===== src/rtl/fetch_ifu_pkg.sv =====
// rtl/fetch_ifu_pkg.sv - shared widths, defaults and types for the fetch unit
package fetch_ifu_pkg;

  localparam int          FETCH_PC_WIDTH        = 32;
  localparam int          FETCH_INSTR_WIDTH     = 32;
  localparam logic [31:0] FETCH_RESET_PC        = 32'h0000_0000;
  localparam int          FETCH_MAX_OUTSTANDING = 2;

  // What the fetch unit does with a response handshake in the current cycle.
  typedef enum logic [1:0] {
    RESP_NONE  = 2'd0,  // no response handshake
    RESP_DROP  = 2'd1,  // answer to a request issued before a redirect
    RESP_LOAD  = 2'd2,  // live answer, loaded into the output register
    RESP_STRAY = 2'd3   // nothing was owed; ignored
  } resp_act_e;

  // Counter width able to hold the values 0..n inclusive.
  function automatic int cnt_width(input int n);
    return (n < 1) ? 1 : $clog2(n + 1);
  endfunction

endpackage


===== src/rtl/fetch_pc_fifo.sv =====
// rtl/fetch_pc_fifo.sv - small synchronous FIFO holding PCs of in-flight fetches
module fetch_pc_fifo
  import fetch_ifu_pkg::*;
#(
  parameter int WIDTH = FETCH_PC_WIDTH,
  parameter int DEPTH = FETCH_MAX_OUTSTANDING
) (
  input  logic             clk_i,
  input  logic             rst_i,
  input  logic             flush_i,
  input  logic             push_i,
  input  logic [WIDTH-1:0] push_data_i,
  input  logic             pop_i,
  output logic [WIDTH-1:0] pop_data_o,
  output logic             full_o,
  output logic             empty_o
);

  localparam int AW = (DEPTH > 1) ? $clog2(DEPTH) : 1;
  localparam int CW = cnt_width(DEPTH);

  logic [WIDTH-1:0] mem [DEPTH];
  logic [AW-1:0]    wr_ptr_q;
  logic [AW-1:0]    rd_ptr_q;
  logic [CW-1:0]    count_q;
  logic             push_ok;
  logic             pop_ok;

  // Pointers wrap explicitly so any depth works, not only powers of two.
  function automatic logic [AW-1:0] ptr_next(input logic [AW-1:0] p);
    if (p == AW'(DEPTH - 1)) return '0;
    return p + AW'(1);
  endfunction

  assign full_o     = (count_q == CW'(DEPTH));
  assign empty_o    = (count_q == '0);
  assign push_ok    = push_i && !full_o && !flush_i;
  assign pop_ok     = pop_i && !empty_o && !flush_i;
  assign pop_data_o = mem[rd_ptr_q];

  // Storage: written on accepted push, never reset (contents gated by count).
  always_ff @(posedge clk_i) begin
    if (push_ok) begin
      mem[wr_ptr_q] <= push_data_i;
    end
  end

  // Pointer and occupancy bookkeeping; flush empties the queue in one cycle.
  always_ff @(posedge clk_i) begin
    if (rst_i || flush_i) begin
      wr_ptr_q <= '0;
      rd_ptr_q <= '0;
      count_q  <= '0;
    end else begin
      if (push_ok) wr_ptr_q <= ptr_next(wr_ptr_q);
      if (pop_ok)  rd_ptr_q <= ptr_next(rd_ptr_q);
      count_q <= count_q + CW'(push_ok) - CW'(pop_ok);
    end
  end

endmodule


===== src/rtl/fetch_ifu.sv =====
// rtl/fetch_ifu.sv - instruction fetch initiator with PC tagging and redirect flush
module fetch_ifu
  import fetch_ifu_pkg::*;
#(
  parameter int                  PC_WIDTH        = FETCH_PC_WIDTH,
  parameter int                  INSTR_WIDTH     = FETCH_INSTR_WIDTH,
  parameter logic [PC_WIDTH-1:0] RESET_PC        = PC_WIDTH'(FETCH_RESET_PC),
  parameter int                  MAX_OUTSTANDING = FETCH_MAX_OUTSTANDING
) (
  input  logic                   clk_i,
  input  logic                   rst_i,
  input  logic                   redirect_valid_i,
  input  logic [PC_WIDTH-1:0]    redirect_pc_i,
  output logic                   if_req_valid_o,
  input  logic                   if_req_ready_i,
  output logic [PC_WIDTH-1:0]    if_req_pc_o,
  input  logic                   if_resp_valid_i,
  output logic                   if_resp_ready_o,
  input  logic                   if_resp_err_i,
  input  logic [INSTR_WIDTH-1:0] if_resp_instr_i,
  output logic                   ifu_valid_o,
  input  logic                   ifu_ready_i,
  output logic [PC_WIDTH-1:0]    ifu_pc_o,
  output logic [INSTR_WIDTH-1:0] ifu_instr_o,
  output logic                   ifu_err_o
);

  localparam int CW = cnt_width(MAX_OUTSTANDING);
  localparam int IW = CW + 1;

  logic [PC_WIDTH-1:0]    pc_q;
  logic [CW-1:0]          outstanding_q;
  logic [CW-1:0]          drop_cnt_q;
  logic                   halted_q;
  logic                   out_valid_q;
  logic [PC_WIDTH-1:0]    out_pc_q;
  logic [INSTR_WIDTH-1:0] out_instr_q;
  logic                   out_err_q;

  logic [IW-1:0]          inflight;
  logic                   req_hs;
  logic                   resp_hs;
  resp_act_e              resp_act;
  logic                   resp_counted;
  logic                   bypass;
  logic [PC_WIDTH-1:0]    load_pc;
  logic [PC_WIDTH-1:0]    redirect_pc_aligned;

  logic                   fifo_push;
  logic                   fifo_pop;
  logic [PC_WIDTH-1:0]    fifo_pop_pc;
  logic                   fifo_full;
  logic                   fifo_empty;

  // Stale (to-be-dropped) requests still occupy responder slots, so they count here.
  assign inflight = IW'(outstanding_q) + IW'(drop_cnt_q);

  assign if_req_valid_o  = !rst_i && !halted_q && !redirect_valid_i
                           && (inflight < IW'(MAX_OUTSTANDING));
  assign if_req_pc_o     = pc_q;
  assign req_hs          = if_req_valid_o && if_req_ready_i;

  // Dropped responses never touch the output stage, so they need no space there.
  assign if_resp_ready_o = (drop_cnt_q != '0) || !out_valid_q || ifu_ready_i;
  assign resp_hs         = if_resp_valid_i && if_resp_ready_o;

  assign redirect_pc_aligned = redirect_pc_i & ~PC_WIDTH'(3);

  // Classify the response; a same-cycle responder may answer the request being issued now.
  always_comb begin
    resp_act = RESP_NONE;
    if (resp_hs) begin
      if (drop_cnt_q != '0)           resp_act = RESP_DROP;
      else if (!fifo_empty || req_hs) resp_act = RESP_LOAD;
      else                            resp_act = RESP_STRAY;
    end
  end

  assign bypass       = (resp_act == RESP_LOAD) && fifo_empty;
  assign resp_counted = (resp_act == RESP_DROP) || (resp_act == RESP_LOAD);
  assign load_pc      = fifo_empty ? pc_q : fifo_pop_pc;
  assign fifo_push    = req_hs && !bypass && !fifo_full;
  assign fifo_pop     = (resp_act == RESP_LOAD) && !fifo_empty;

  fetch_pc_fifo #(
    .WIDTH (PC_WIDTH),
    .DEPTH (MAX_OUTSTANDING)
  ) u_pc_fifo (
    .clk_i       (clk_i),
    .rst_i       (rst_i),
    .flush_i     (redirect_valid_i),
    .push_i      (fifo_push),
    .push_data_i (pc_q),
    .pop_i       (fifo_pop),
    .pop_data_o  (fifo_pop_pc),
    .full_o      (fifo_full),
    .empty_o     (fifo_empty)
  );

  // PC, request/drop counters and halt flag; redirect outranks everything but reset.
  always_ff @(posedge clk_i) begin
    if (rst_i) begin
      pc_q          <= RESET_PC;
      outstanding_q <= '0;
      drop_cnt_q    <= '0;
      halted_q      <= 1'b0;
    end else if (redirect_valid_i) begin
      pc_q          <= redirect_pc_aligned;
      outstanding_q <= '0;
      drop_cnt_q    <= drop_cnt_q + outstanding_q - CW'(resp_counted);
      halted_q      <= 1'b0;
    end else begin
      if (req_hs) pc_q <= pc_q + PC_WIDTH'(4);
      outstanding_q <= outstanding_q + CW'(req_hs) - CW'(resp_act == RESP_LOAD);
      drop_cnt_q    <= drop_cnt_q - CW'(resp_act == RESP_DROP);
      if ((resp_act == RESP_LOAD) && if_resp_err_i) halted_q <= 1'b1;
    end
  end

  // One-entry output register toward decode; reload and drain can share a cycle.
  always_ff @(posedge clk_i) begin
    if (rst_i) begin
      out_valid_q <= 1'b0;
      out_pc_q    <= '0;
      out_instr_q <= '0;
      out_err_q   <= 1'b0;
    end else if (redirect_valid_i) begin
      out_valid_q <= 1'b0;
    end else if (resp_act == RESP_LOAD) begin
      out_valid_q <= 1'b1;
      out_pc_q    <= load_pc;
      out_instr_q <= if_resp_instr_i;
      out_err_q   <= if_resp_err_i;
    end else if (ifu_ready_i) begin
      out_valid_q <= 1'b0;
    end
  end

  assign ifu_valid_o = out_valid_q;
  assign ifu_pc_o    = out_pc_q;
  assign ifu_instr_o = out_instr_q;
  assign ifu_err_o   = out_err_q;

  // A response nobody asked for points at a broken responder.
  stray_resp_a : assert property (@(posedge clk_i) disable iff (rst_i)
    resp_act != RESP_STRAY);

endmodule

===== config.mk =====
export PLATFORM = sky130hd
export DESIGN_NAME = fetch_ifu
export DESIGN_NICKNAME = d
export VERILOG_FILES = /design/src/rtl/fetch_ifu_pkg.sv /design/src/rtl/fetch_pc_fifo.sv /design/src/rtl/fetch_ifu.sv
export SDC_FILE = /design/constraint.sdc
export NUM_CORES = 1
export LEC_CHECK = 0
export CORE_UTILIZATION = 35
export DETAILED_ROUTE_END_ITERATION = 12
export SLEW_MARGIN = 20
export SYNTH_ARGS = -nofsm -noshare
export SYNTH_HDL_FRONTEND = slang
export SYNTH_HIERARCHICAL = 1
export SYNTH_SLANG_ARGS = --single-unit

===== constraint.sdc =====
create_clock -name clk_i -period 6.3 [get_ports clk_i]
set_input_delay 1.26 -clock clk_i [delete_from_list [all_inputs] [get_ports clk_i]]
set_output_delay 1.26 -clock clk_i [all_outputs]
set_load 0.1 [all_outputs]

==> metrics.md, run 1 <==
| Metric | Value |
|---|---|
| Hold Vio Cnt, Final | 0 |
| H-tree depth | 4 |
| Synth Area in Compound Gates | between 10% and 20% |
| Initial antenna violation count | 0 |
| Most Frequent Cell on Critical Path | ha_1 |
| Sw Ratio | around 34% |
| Pwr dens | 301 nW/µm² |
| Sequential element share of the synthesized area | 54.4% |
| Worst EP arrival | 4.96 ns |
| Netlist cell types | 59 |
| DR vias/cell | 4.90 |
| # Post-CTS Setup Buffers | 0 |
| Clock latency on the worst-skew pair | 0.43 ns |
| TritonCTS clock tree | yes |
| Flop pwr share | 42.0% |
| Max Buffers Root-to-Sink | 2 |
| Std cell rows | 52 |
| Top post-synthesis cells by area | dfxtp_1, edfxtp_1, mux2_4 |
| Skew final | 0.0101 ns |
| Critical R2R Launch | outstanding_q[0] |
| Crit Path Class | in -> reg |
| # IOs | 171 |
| Post-synthesis xor/xnor area fraction | 2.71% |
| Fin crit share | 73.6% |
| Final Critical Period | 4.63 ns |
| Root buf cell | clkbuf_16 |
| Max cap viols | 0 |
| NetSw | 1.01 mW |
| Vias in the first global route | 5330 |
| Hold endpoint | ifu_instr_o[21] |
| DRC Markers | 0 |
| Crit start category | input port |
| Global-route wire length before repair | 29500 µm |
| F_max | 216 MHz |
| Outcome | finished, final reports clean |
| Commonest non-fill, non-tap cell in the layout | clkdlybuf4s50_1 |
| Nets | 924 |
| Most frequent cells in the layout | clkdlybuf4s50_1, dfxtp_1, nand2_1 |
| Worst vdd ir | 0.196 mV |
| Core Region | ~20000 µm² |
| Worst slew pin tran | ~1.0 ns |
| Dominant synthesized flop cell | dfxtp_1 |
| Die area | 21800 µm² |
| Worst-path cell chain | clkdlybuf4s50_1 -> or4b_1 -> nor2_8 -> inv_2 -> nand2_1 -> a21oi_1 -> inv_1 -> ha_1 -> a211oi_1 -> nand2b_4 -> or2_1 -> ha_1 -> inv_1 -> ha_1 -> xnor2_1 -> xnor2_1 -> and2_1 |
| Crit. Startpoint | if_req_ready_i |
| Ys Warns | 6 |
| Mapped Cells | around 700 |
| Internal cell power | about 2.0 mW |
| Synth Register Bits | 170 |
| Total grt overflow | 0 |
| Final WL | about 18000 µm |
| Num Clock Sinks | 170 |
| Comb power frac | 23.0% |
| Critical path's largest stage delay | 0.57 ns |
| 1st-iter DRT viols | 283 |
| Reg clk slew, reported paths | ~0.07 ns |
| Crit. End Element | flip-flop |
| Post-route ant nets | 0 |
| Num CTS Buffers | 17 |
| Fin worst setup slack | roughly 1.7 ns |
| Asr flop ratio synth | 0% |
| Final setup vio count | 0 |
| Hpwl dp | between 10000 and 15000 µm |
| Max FO, Critical Path | 22 |
| EDFF count, synth | 64 |
| Relative slew margins | 30.1% |
| Die X | 148 µm |
| Worst hold stages | 2 |
| FF-to-FF path depth | 18 |
| Synth Area in Simple Gates | ~15% |
| WP data required | 6.62 ns |
| Synth Cell Area | 7430 µm² |
| Top cell type's share of synthesized area | 28.6% |
| Wire per inst | 16.4 µm |
| Worst Min Path Start | ifu_instr_o[21] |
| Die Ht | 148 µm |
| CP max-delay cell | or4b_1 |
| Min-delay worst type | reg -> reg |
| Mux share of post-synthesis cell area | 11.3% |
| Post-synth top area cell | dfxtp_1 |
| Area Overhead vs Synth | 33.3% |
| RSZ-0062 raised after global routing | no |
| Leak pwr | 3.64 nW |
| Layout cells sized above 1 | 11.2% |
| Setup TNS | 0 ns |
| Setup WS pre-CTS | 1.17 ns |
| Largest family of logic cells by synthesized area | simple AND/OR/NAND/NOR gates |
| Reg2Reg Setup Slack | 1.91 ns |
| Synth Area in Adders | 2.12% |
| Hold-fix buffers, CTS | 0 |
| Final Wtd Congestion | between 0.7 and 0.8 |
| Syn Area/Cell | between 10 and 15 µm² |
| Starting Density | between 30% and 40% |
| End of the worst register-to-register path | u_pc_fifo/count_q[1] |
| Diodes inserted | 0 |
| Drt pass-1 iters | 4 |
| Gr usage total | 17.6% |
| Vias post-DR | 5503 |
| PostCTS Resize Cnt | 0 |
| Pins Over Slew Limit | 0 |
| Largest net degree at the start of global routing | 63 |
| Number of port buffers | 166 |
| Clock Power Share | 35.0% |
==> critical path, delay by kind of cell <==
kind	cells	cell delay (ns)
AO/OA/AOI/OAI	2	0.60
AND/OR/NAND/NOR	6	1.24
adder cells (fa/ha/maj)	3	0.74
XOR/XNOR	2	0.25
buffers and inverters	4	0.83
==> cells in the mapped netlist, types with 3 or more instances <==
| cell type | instances |
|---|---|
| nand2_1 | 90 |
| o22ai_1 | 4 |
| a22oi_1 | 3 |
| dfxtp_1 | 106 |
| or4_1 | 3 |
| o311ai_0 | 5 |
| buf_1 | 9 |
| a21oi_1 | 51 |
| nor4_1 | 3 |
| nor3_1 | 4 |
| edfxtp_1 | 64 |
| mux2_4 | 30 |
| nand4_1 | 11 |
| mux2i_1 | 33 |
| a211oi_1 | 43 |
| nor2_1 | 70 |
| inv_1 | 10 |
| nand3_1 | 16 |
| nor2b_1 | 3 |
| nand3b_1 | 4 |
| o21ai_0 | 3 |
| xnor2_1 | 9 |
| mux2_2 | 5 |
| clkbuf_1 | 32 |
| xor2_1 | 14 |
| buf_12 | 3 |
| and2_1 | 9 |
| ha_1 | 11 |
| a31oi_1 | 4 |
==> metal layers <==
layer	up-vias	track usage (%)	share of wire, %
li1	2772	-	-
met1	2573	23.3	46
met2	147	27.1	45
met3	11	6.08	7.9
met4	0	5.05	0.91
met5	-	0	0
==> kinds of logic after synthesis <==
kind of cell,count (synthesis)
flip-flops,170
other,1
AO/OA/AOI/OAI,120
buffers and inverters,61
AND/OR/NAND/NOR,232
adder cells (fa/ha/maj),12
multiplexers,68
XOR/XNOR,23
==> how the worst max path moves through the flow <==
stage	endpoint	slack, ns	cells past startpoint
after CTS	u_pc_fifo/count_q[1]	1.63	17
final	u_pc_fifo/count_q[1]	1.67	17
after detailed placement	u_pc_fifo/count_q[1]	1.17	17
after global placement	u_pc_fifo/count_q[1]	1.20	17
after floorplan	u_pc_fifo/mem[1][0]	0.06	13
after global routing	u_pc_fifo/count_q[1]	1.40	17
==> flip-flops by register name, summed over array words and instances, names as in the netlist, 2 cells and up, named ones only <==
register / flops
ifu_pc_o: 32
ifu_instr_o: 32
outstanding_q: 2
u_pc_fifo/count_q: 2
drop_cnt_q: 2
u_pc_fifo/mem: 64
if_req_pc_o: 30
==> power groups by stage <==
| stage | clock (mW) | sequential, mW | combinational (mW) |
|---|---|---|---|
| after floorplan | 0 | 1.57 | 0.204 |
| after global placement | 0 | 1.27 | 0.686 |
| after detailed placement | 0 | 1.28 | 0.689 |
| after CTS | 1.07 | 1.25 | 0.691 |
| after global routing | 1.12 | 1.26 | 0.725 |
| final | 1.04 | 1.25 | 0.684 |
==> per-stage QoR <==
stage / instance area [µm²] / total power, mW / hold WS [ns] / instances / util [%]
final: 9900 / 2.98 / 0.453 / 1124 / 48.3
after global routing: 9900 / 3.10 / 0.470 / 1124 / 48.3
after CTS: 9900 / 3.01 / 0.455 / 1124 / 48.3
after detailed placement: 9320 / 1.97 / 0.446 / 1092 / 45.5
after global placement: 9320 / 1.96 / 0.437 / 1092 / 45.5
after floorplan: 7450 / 1.78 / 0.456 / 692 / -
==> final cells by class <==
class / instances / area (µm²)
Multi-Input combinational cell: 461 / 3130
Clock buffer: 19 / 454
Sequential cell: 170 / 4050
Inverter: 12 / 45.0
Fill cell: 1912 / 10600
Tap cell: 270 / 338
Clock inverter: 13 / 130
Timing Repair Buffer: 179 / 1750
(Power assumes the default switching activity.)
==> inputs of run 2 (changes only) <==
Clock period 6.3 ns to 4.5 ns, I/O delays scaled along.
==> run 2 against run 1 <==
Effect of this change:
- final area grew 0.39%
- global-route usage shrank 0.46 points
- non-clock buffer count grew 4
- sequential power grew 40%
- via count grew 0.56%
- sequential share of layout area shrank 0.13 points
- hold slack is essentially flat
- highest routed layer unchanged
- clock skew grew 0.0062 ns
- setup slack lost 1.0 ns
- die area is the same
- critical path depth shrank 2
- wire length shrank 1.4%
==> metrics.md, run 2 (synthesis gave the netlist of run 1 again) <==
| Metric | Value |
|---|---|
| Worst slew pin tran | 1.05 ns (about the same) |
| Root buf cell | clkbuf_16 (unchanged) |
| WP data required | 4.80 ns (was 6.62 ns) |
| Multi-input gate area in the final layout | 3150 µm² (was 3130 µm²) |
| Clock Power Share | 33.5% (was 35.0%) |
| Final Wtd Congestion | 0.716 (was 0.728) |
| Reg clk slew, reported paths | 0.06 ns (was 0.07 ns) |
| Fin crit share | 85.7% |
| Worst hold stages | 2 (unchanged) |
| Hold WS | 0.453 ns (about the same) |
| Layout cells sized above 1 | 11.8% (was 11.2%) |
| FF+latch area | 4050 µm² (about the same) |
| F_max | 259 MHz |
| Nets | 928 (was 924) |
| Flop pwr share | 42.6% (was 42.0%) |
| Crit path max-delay family | simple AND/OR/NAND/NOR gates (unchanged) |
| Post-route ant nets | 0 (unchanged) |
| Drt pass-1 iters | 4 (unchanged) |
| Diodes inserted | 0 (unchanged) |
| Final WL | 18100 µm (was 18400 µm) |
| Relative slew margins | 29.5% (was 30.1%) |
| Leak pwr | 3.64 nW (about the same) |
| Std cell rows | 52 (unchanged) |
| # Post-CTS Setup Buffers | 0 (unchanged) |
| Die area | 21800 µm² (unchanged) |
| Comb power frac | 23.9% (was 23.0%) |
| Min-delay worst type | reg -> reg (unchanged) |
| Worst Path Buf+Inv | 3 (was 4) |
| Num Clock Sinks | 170 (unchanged) |
| Max Buffers Root-to-Sink | 2 (unchanged) |
| Critical path's largest stage delay | 0.66 ns (was 0.57 ns) |
| Worst-path cell chain | and2_1 -> fa_1 -> or4b_1 -> nor2_8 -> inv_2 -> buf_4 -> a211oi_1 -> nand2b_4 -> or2_1 -> ha_1 -> inv_1 -> ha_1 -> xnor2_1 -> xnor2_1 -> and2_1 (was clkdlybuf4s50_1 -> or4b_1 -> nor2_8 -> inv_2 -> nand2_1 -> a21oi_1 -> inv_1 -> ha_1 -> a211oi_1 -> nand2b_4 -> or2_1 -> ha_1 -> inv_1 -> ha_1 -> xnor2_1 -> xnor2_1 -> and2_1) |
| Hold-fix buffers, CTS | 0 (unchanged) |
| Commonest non-fill, non-tap cell in the layout | clkdlybuf4s50_1 (unchanged) |
| Num CTS Buffers | 17 (unchanged) |
| Worst vdd ir | 0.271 mV (was 0.196 mV) |
| Gr usage total | 17.1% (was 17.6%) |
| Die X | 148 µm (unchanged) |
| Area Overhead vs Synth | 33.8% (was 33.3%) |
| DR vias/cell | 4.91 (was 4.90) |
| CP max-delay cell | or4b_1 (unchanged) |
| Largest register FFs | 64 (unchanged) |
| Pins Over Slew Limit | 0 (unchanged) |
| Internal cell power | 2.73 mW (was 1.97 mW) |
| Clock latency on the worst-skew pair | 0.42 ns (was 0.43 ns) |
| Worst EP arrival | 4.16 ns (was 4.96 ns) |
| Final Critical Period | 3.86 ns |
| Setup WS pre-CTS | 0.349 ns (was 1.17 ns) |
| RSZ-0062 raised after global routing | no (unchanged) |
| 1st-iter DRT viols | 231 (was 283) |
| H-tree depth | 4 (unchanged) |
| Wire per inst | 16.1 µm (was 16.4 µm) |
| PostCTS Resize Cnt | 0 (unchanged) |
| Fill count | 1921 (was 1912) |
| Initial antenna violation count | 0 (unchanged) |
| WP depth | 15 (was 17) |
| Max cap viols | 0 (unchanged) |
| Final setup vio count | 0 (unchanged) |
| Biggest register | u_pc_fifo/mem (unchanged) |
| Crit start category | flip-flop (was input port) |
| TritonCTS clock tree | yes (unchanged) |
| Setup TNS | 0 ns (unchanged) |
| Vias post-DR | 5534 (was 5503) |
| Core Region | 20500 µm² (unchanged) |
| Vias in the first global route | 5456 (was 5330) |
| Skew final | 0.0164 ns (was 0.0101 ns) |
| # IOs | 171 (unchanged) |
| Starting Density | 36.2% (unchanged) |
| Post-layout util | 48.5% (was 48.3%) |
| NetSw | 1.38 mW (was 1.01 mW) |
| Fin worst setup slack | 0.641 ns (was 1.67 ns) |
| Total grt overflow | 0 (unchanged) |
| Crit Path Class | reg -> reg (was in -> reg) |
| FF-to-FF path depth | 15 (was 18) |
| Sw Ratio | 33.7% (was 33.8%) |
| Outcome | finished, final reports clean (unchanged) |
| DRC Markers | 0 (unchanged) |
| Pwr dens | 413 nW/µm² (was 301 nW/µm²) |
| Hold Vio Cnt, Final | 0 (unchanged) |
| Max FO, Critical Path | 21 (was 22) |
| Most frequent cells in the layout | clkdlybuf4s50_1, dfxtp_1, nand2_1 (unchanged) |
| Global-route wire length before repair | 28900 µm (was 29500 µm) |
| Largest net degree at the start of global routing | 70 (was 63) |
| Number of port buffers | 166 (unchanged) |
| Die Ht | 148 µm (unchanged) |
| Hpwl dp | 11700 µm (was 11900 µm) |
| Crit. End Element | flip-flop (unchanged) |
[run 2: power by group through the flow]
stage | clock network (mW) | logic (mW) | registers, mW
after global placement | 0 | 0.984 | 1.78
after detailed placement | 0 | 0.987 | 1.78
after global routing | 1.48 | 1.04 | 1.76
after CTS | 1.41 | 0.989 | 1.75
final | 1.38 | 0.980 | 1.75
after floorplan | 0 | 0.289 | 2.20
[run 2: final timing paths]
path,startpoint,to,slack (ns)
worst min register to register,ifu_instr_o[24],ifu_instr_o[24],0.45
worst max-delay path,outstanding_q[0],u_pc_fifo/count_q[1],0.64
worst min-delay path,ifu_instr_o[24],ifu_instr_o[24],0.45
worst max register to register,outstanding_q[0],u_pc_fifo/count_q[1],0.64
[run 2: routing by layer]
layer / track usage [%] / share of wire, %
met5: 0 / 0
met3: 6.08 / 7.7
met1: 22.0 / 46
met4: 4.12 / 1.0
met2: 27.4 / 45
[run 2: layout make-up]
| class | instances | area share [%] |
|---|---|---|
| repair buffers | 183 | 18.2 |
| clock inverters | 14 | 1.21 |
| inverters | 12 | 0.453 |
| flip-flops and latches | 170 | 40.7 |
| well taps | 270 | 3.40 |
| clock buffers | 18 | 4.32 |
| multi-input cells | 461 | 31.7 |
[run 2: stage by stage]
step / cell area (µm²) / power, mW / cells
detailed placement: 9390 / 2.77 / 1096
global placement: 9390 / 2.77 / 1096
finish: 9940 / 4.11 / 1128
CTS: 9940 / 4.15 / 1128
floorplan: 7480 / 2.49 / 692
global route: 9940 / 4.28 / 1128
[run 2: tightest hold or removal path, stage by stage, from the launching register on]
cell and delay (ns):
dfxtp_1 0.31, nand2_1 0.05, a21oi_1 0.05
==> inputs of run 3 (changes only) <==
Settings changed: CORE_UTILIZATION 35 to 55, DONT_BUFFER_PORTS from default to 1, PLACE_DENSITY from default to 0.7, SETUP_SLACK_MARGIN from default to 0.5.
==> run 3 against run 2 <==
Effect of this change:
- sequential share of layout area grew 7.9 points
- cell count decreased by 21%
- first-iteration DRC count rose by 29%
- largest cell class unchanged
- hold slack improved by 0.016 ns
- non-clock buffer count down 148
==> metrics.md, run 3 (synthesis gave the netlist of run 1 again) <==
| Metric | Value |
|---|---|
| Die area | 14000 µm² (was 21800 µm²) |
| Largest register FFs | 64 (unchanged) |
| Worst vdd ir | 0.268 mV (was 0.271 mV) |
| Outcome | finished, final reports clean (unchanged) |
| Final Critical Period | 3.74 ns (was 3.86 ns) |
| Worst Min Path Start | if_req_pc_o[4] (was ifu_instr_o[24]) |
| Final WL | 15800 µm (was 18100 µm) |
| Pins Over Slew Limit | 0 (unchanged) |
| TritonCTS clock tree | yes (unchanged) |
| Global-route wire length before repair | 25300 µm (was 28900 µm) |
| 1st-iter DRT viols | 299 (was 231) |
| Setup TNS | 0 ns (unchanged) |
| Num Clock Sinks | 170 (unchanged) |
| FF-to-FF path depth | 18 (was 15) |
| RSZ-0062 raised after global routing | no (unchanged) |
| Drt pass-1 iters | 4 (unchanged) |
| Final Wtd Congestion | 0.752 (was 0.716) |
| Initial antenna violation count | 0 (unchanged) |
| Diodes inserted | 0 (unchanged) |
| Max FO, Critical Path | 7 (was 21) |
| Max cap viols | 0 (unchanged) |
| Post-layout util | 63.2% (was 48.5%) |
| Worst hold stages | 2 (unchanged) |
| Worst EP arrival | 4.05 ns (was 4.16 ns) |
| Number of port buffers | 0 (was 166) |
| Final setup vio count | 0 (unchanged) |
| Gr usage total | 23.5% (was 17.1%) |
| End of the worst register-to-register path | u_pc_fifo/count_q[1] (unchanged) |
| Crit. End Element | flip-flop (unchanged) |
| Area Overhead vs Synth | 12.2% (was 33.8%) |
| Hold Vio Cnt, Final | 0 (unchanged) |
| Layout cells sized above 1 | 16.9% (was 11.8%) |
| Min-delay worst type | reg -> reg (unchanged) |
| # IOs | 171 (unchanged) |
| F_max | 267 MHz (was 259 MHz) |
| Gr busiest metal | met2 (unchanged) |
| Die Ht | 118 µm (was 148 µm) |
| Crit Path Class | reg -> reg (unchanged) |
| DRC Markers | 0 (unchanged) |
| Clock latency on the worst-skew pair | 0.42 ns (about the same) |
| Core Region | 13200 µm² (was 20500 µm²) |
| Largest net degree at the start of global routing | 107 (was 70) |
| Reg clk slew, reported paths | 0.06 ns (about the same) |
| Crit start category | flip-flop (unchanged) |
| Std cell rows | 42 (was 52) |
| Hpwl dp | 10200 µm (was 11700 µm) |
| M3 GR Usage | 7.48% (was 6.08%) |
| Reg2Reg Setup Slack | 0.76 ns (was 0.64 ns) |
| Hold endpoint | if_req_pc_o[4] (was ifu_instr_o[24]) |
| H-tree depth | 4 (unchanged) |
| Root buf cell | clkbuf_16 (unchanged) |
| Commonest non-fill, non-tap cell in the layout | dfxtp_1 (was clkdlybuf4s50_1) |
| Met2 Use GR | 38.8% (was 27.4%) |
| Fin crit share | 83.1% (was 85.7%) |
| Worst slew pin tran | 1.15 ns (was 1.05 ns) |
| Pwr dens | 473 nW/µm² (was 413 nW/µm²) |
| Post-route ant nets | 0 (unchanged) |
| Crit. Startpoint | outstanding_q[0] (unchanged) |
| Vias in the first global route | 4919 (was 5456) |
| DR vias/cell | 5.72 (was 4.91) |
| Vias post-DR | 5074 (was 5534) |
| Biggest register | u_pc_fifo/mem (unchanged) |
| Max Buffers Root-to-Sink | 2 (unchanged) |
| Wire per inst | 17.8 µm (was 16.1 µm) |
| Critical R2R Launch | outstanding_q[0] (unchanged) |
| Leak pwr | 3.13 nW (was 3.64 nW) |
| Relative slew margins | 23.1% (was 29.5%) |
| Starting Density | 56.3% (was 36.2%) |
| Most frequent cells in the layout | dfxtp_1, nand2_1, nor2_1 (was clkdlybuf4s50_1, dfxtp_1, nand2_1) |
| Total grt overflow | 0 (unchanged) |
| Met1 global-route usage | 29.5% (was 22.0%) |
| Die X | 118 µm (was 148 µm) |
| Skew final | 0.0102 ns (was 0.0164 ns) |
| Nets | 781 (was 928) |
| Num CTS Buffers | 17 (unchanged) |
| WP data required | 4.81 ns (was 4.80 ns) |
[run 3: changes by cell type in the layout (fill, tap and decap cells not counted), sizes merged]
cell,before,now
buf,20,35
bufinv,1,2
inv,15,11
clkbuf,18,22
nor3,4,5
clkinvlp,3,2
clkdlybuf4s50,163,0
[run 3: how the worst max path moves through the flow]
| stage | endpoint | slack (ns) | cells past startpoint |
|---|---|---|---|
| after global routing | u_pc_fifo/count_q[1] | 0.50 | 18 |
| after detailed placement | u_pc_fifo/mem[0][19] | 0.43 | 13 |
| final | u_pc_fifo/count_q[1] | 0.76 | 18 |
| after floorplan | u_pc_fifo/mem[1][0] | 0.51 | 15 |
| after global placement | u_pc_fifo/mem[0][19] | 0.52 | 13 |
| after CTS | u_pc_fifo/mem[0][20] | 0.65 | 13 |
[run 3: area by class of cell]
| class | count | area, µm² |
|---|---|---|
| fillers | 1042 | 4860 |
| flip-flops and latches | 170 | 4050 |
| multi-input cells | 462 | 3200 |
| clock buffers | 22 | 454 |
| repair buffers | 35 | 263 |
| well taps | 176 | 220 |
| clock inverters | 10 | 101 |
| inverters | 12 | 45.0 |
[run 3: report_power, final]
part	leakage [nW]	internal (mW)	switching, mW
Combinational	1.41	0.155	0.337
Sequential	1.46	1.68	0.388
Clock	0.266	0.823	0.559
[run 3: per-stage QoR]
stage	instances	instance area, µm²	total power, mW	setup WS [ns]	hold WS (ns)
3_3_place_gp	854	7750	2.57	0.522	0.460
3_5_place_dp	854	7750	2.59	0.430	0.460
6_report	887	8330	3.94	0.758	0.469
4_1_cts	887	8310	3.97	0.651	0.469
2_1_floorplan	692	7490	2.49	0.507	0.491
5_1_grt	887	8330	4.09	0.502	0.494
[run 3: timing repair]
action | 4_1_cts | 5_1_grt
cloned | 1 | 0
endpoints found under the setup margin | 13 | 37
gates resized for setup | 0 | 2
setup buffers | 0 | 0
endpoints found under the hold margin | 0 | 0
pin swaps | 1 | 0
hold buffers | 0 | 0
[run 3: critical path, stage by stage (launching register included)]
cell and delay, ns:
dfxtp_1 0.33, and2_1 0.17, fa_1 0.53, or4b_4 0.60
nor2_8 0.17, inv_2 0.06, nand2_1 0.07, a21oi_1 0.08
inv_1 0.07, ha_1 0.33, a211oi_4 0.12, nand2b_4 0.16
or2_1 0.12, ha_1 0.22, inv_1 0.06, ha_1 0.16
xnor2_1 0.14, xnor2_1 0.09, and2_1 0.16
[run 3: metal layers]
metal / up-vias / share of wire, %
met3: 9 / 6.2
li1: 2480 / -
met1: 2446 / 44
met5: - / 0
met4: 0 / 0.89
met2: 139 / 49
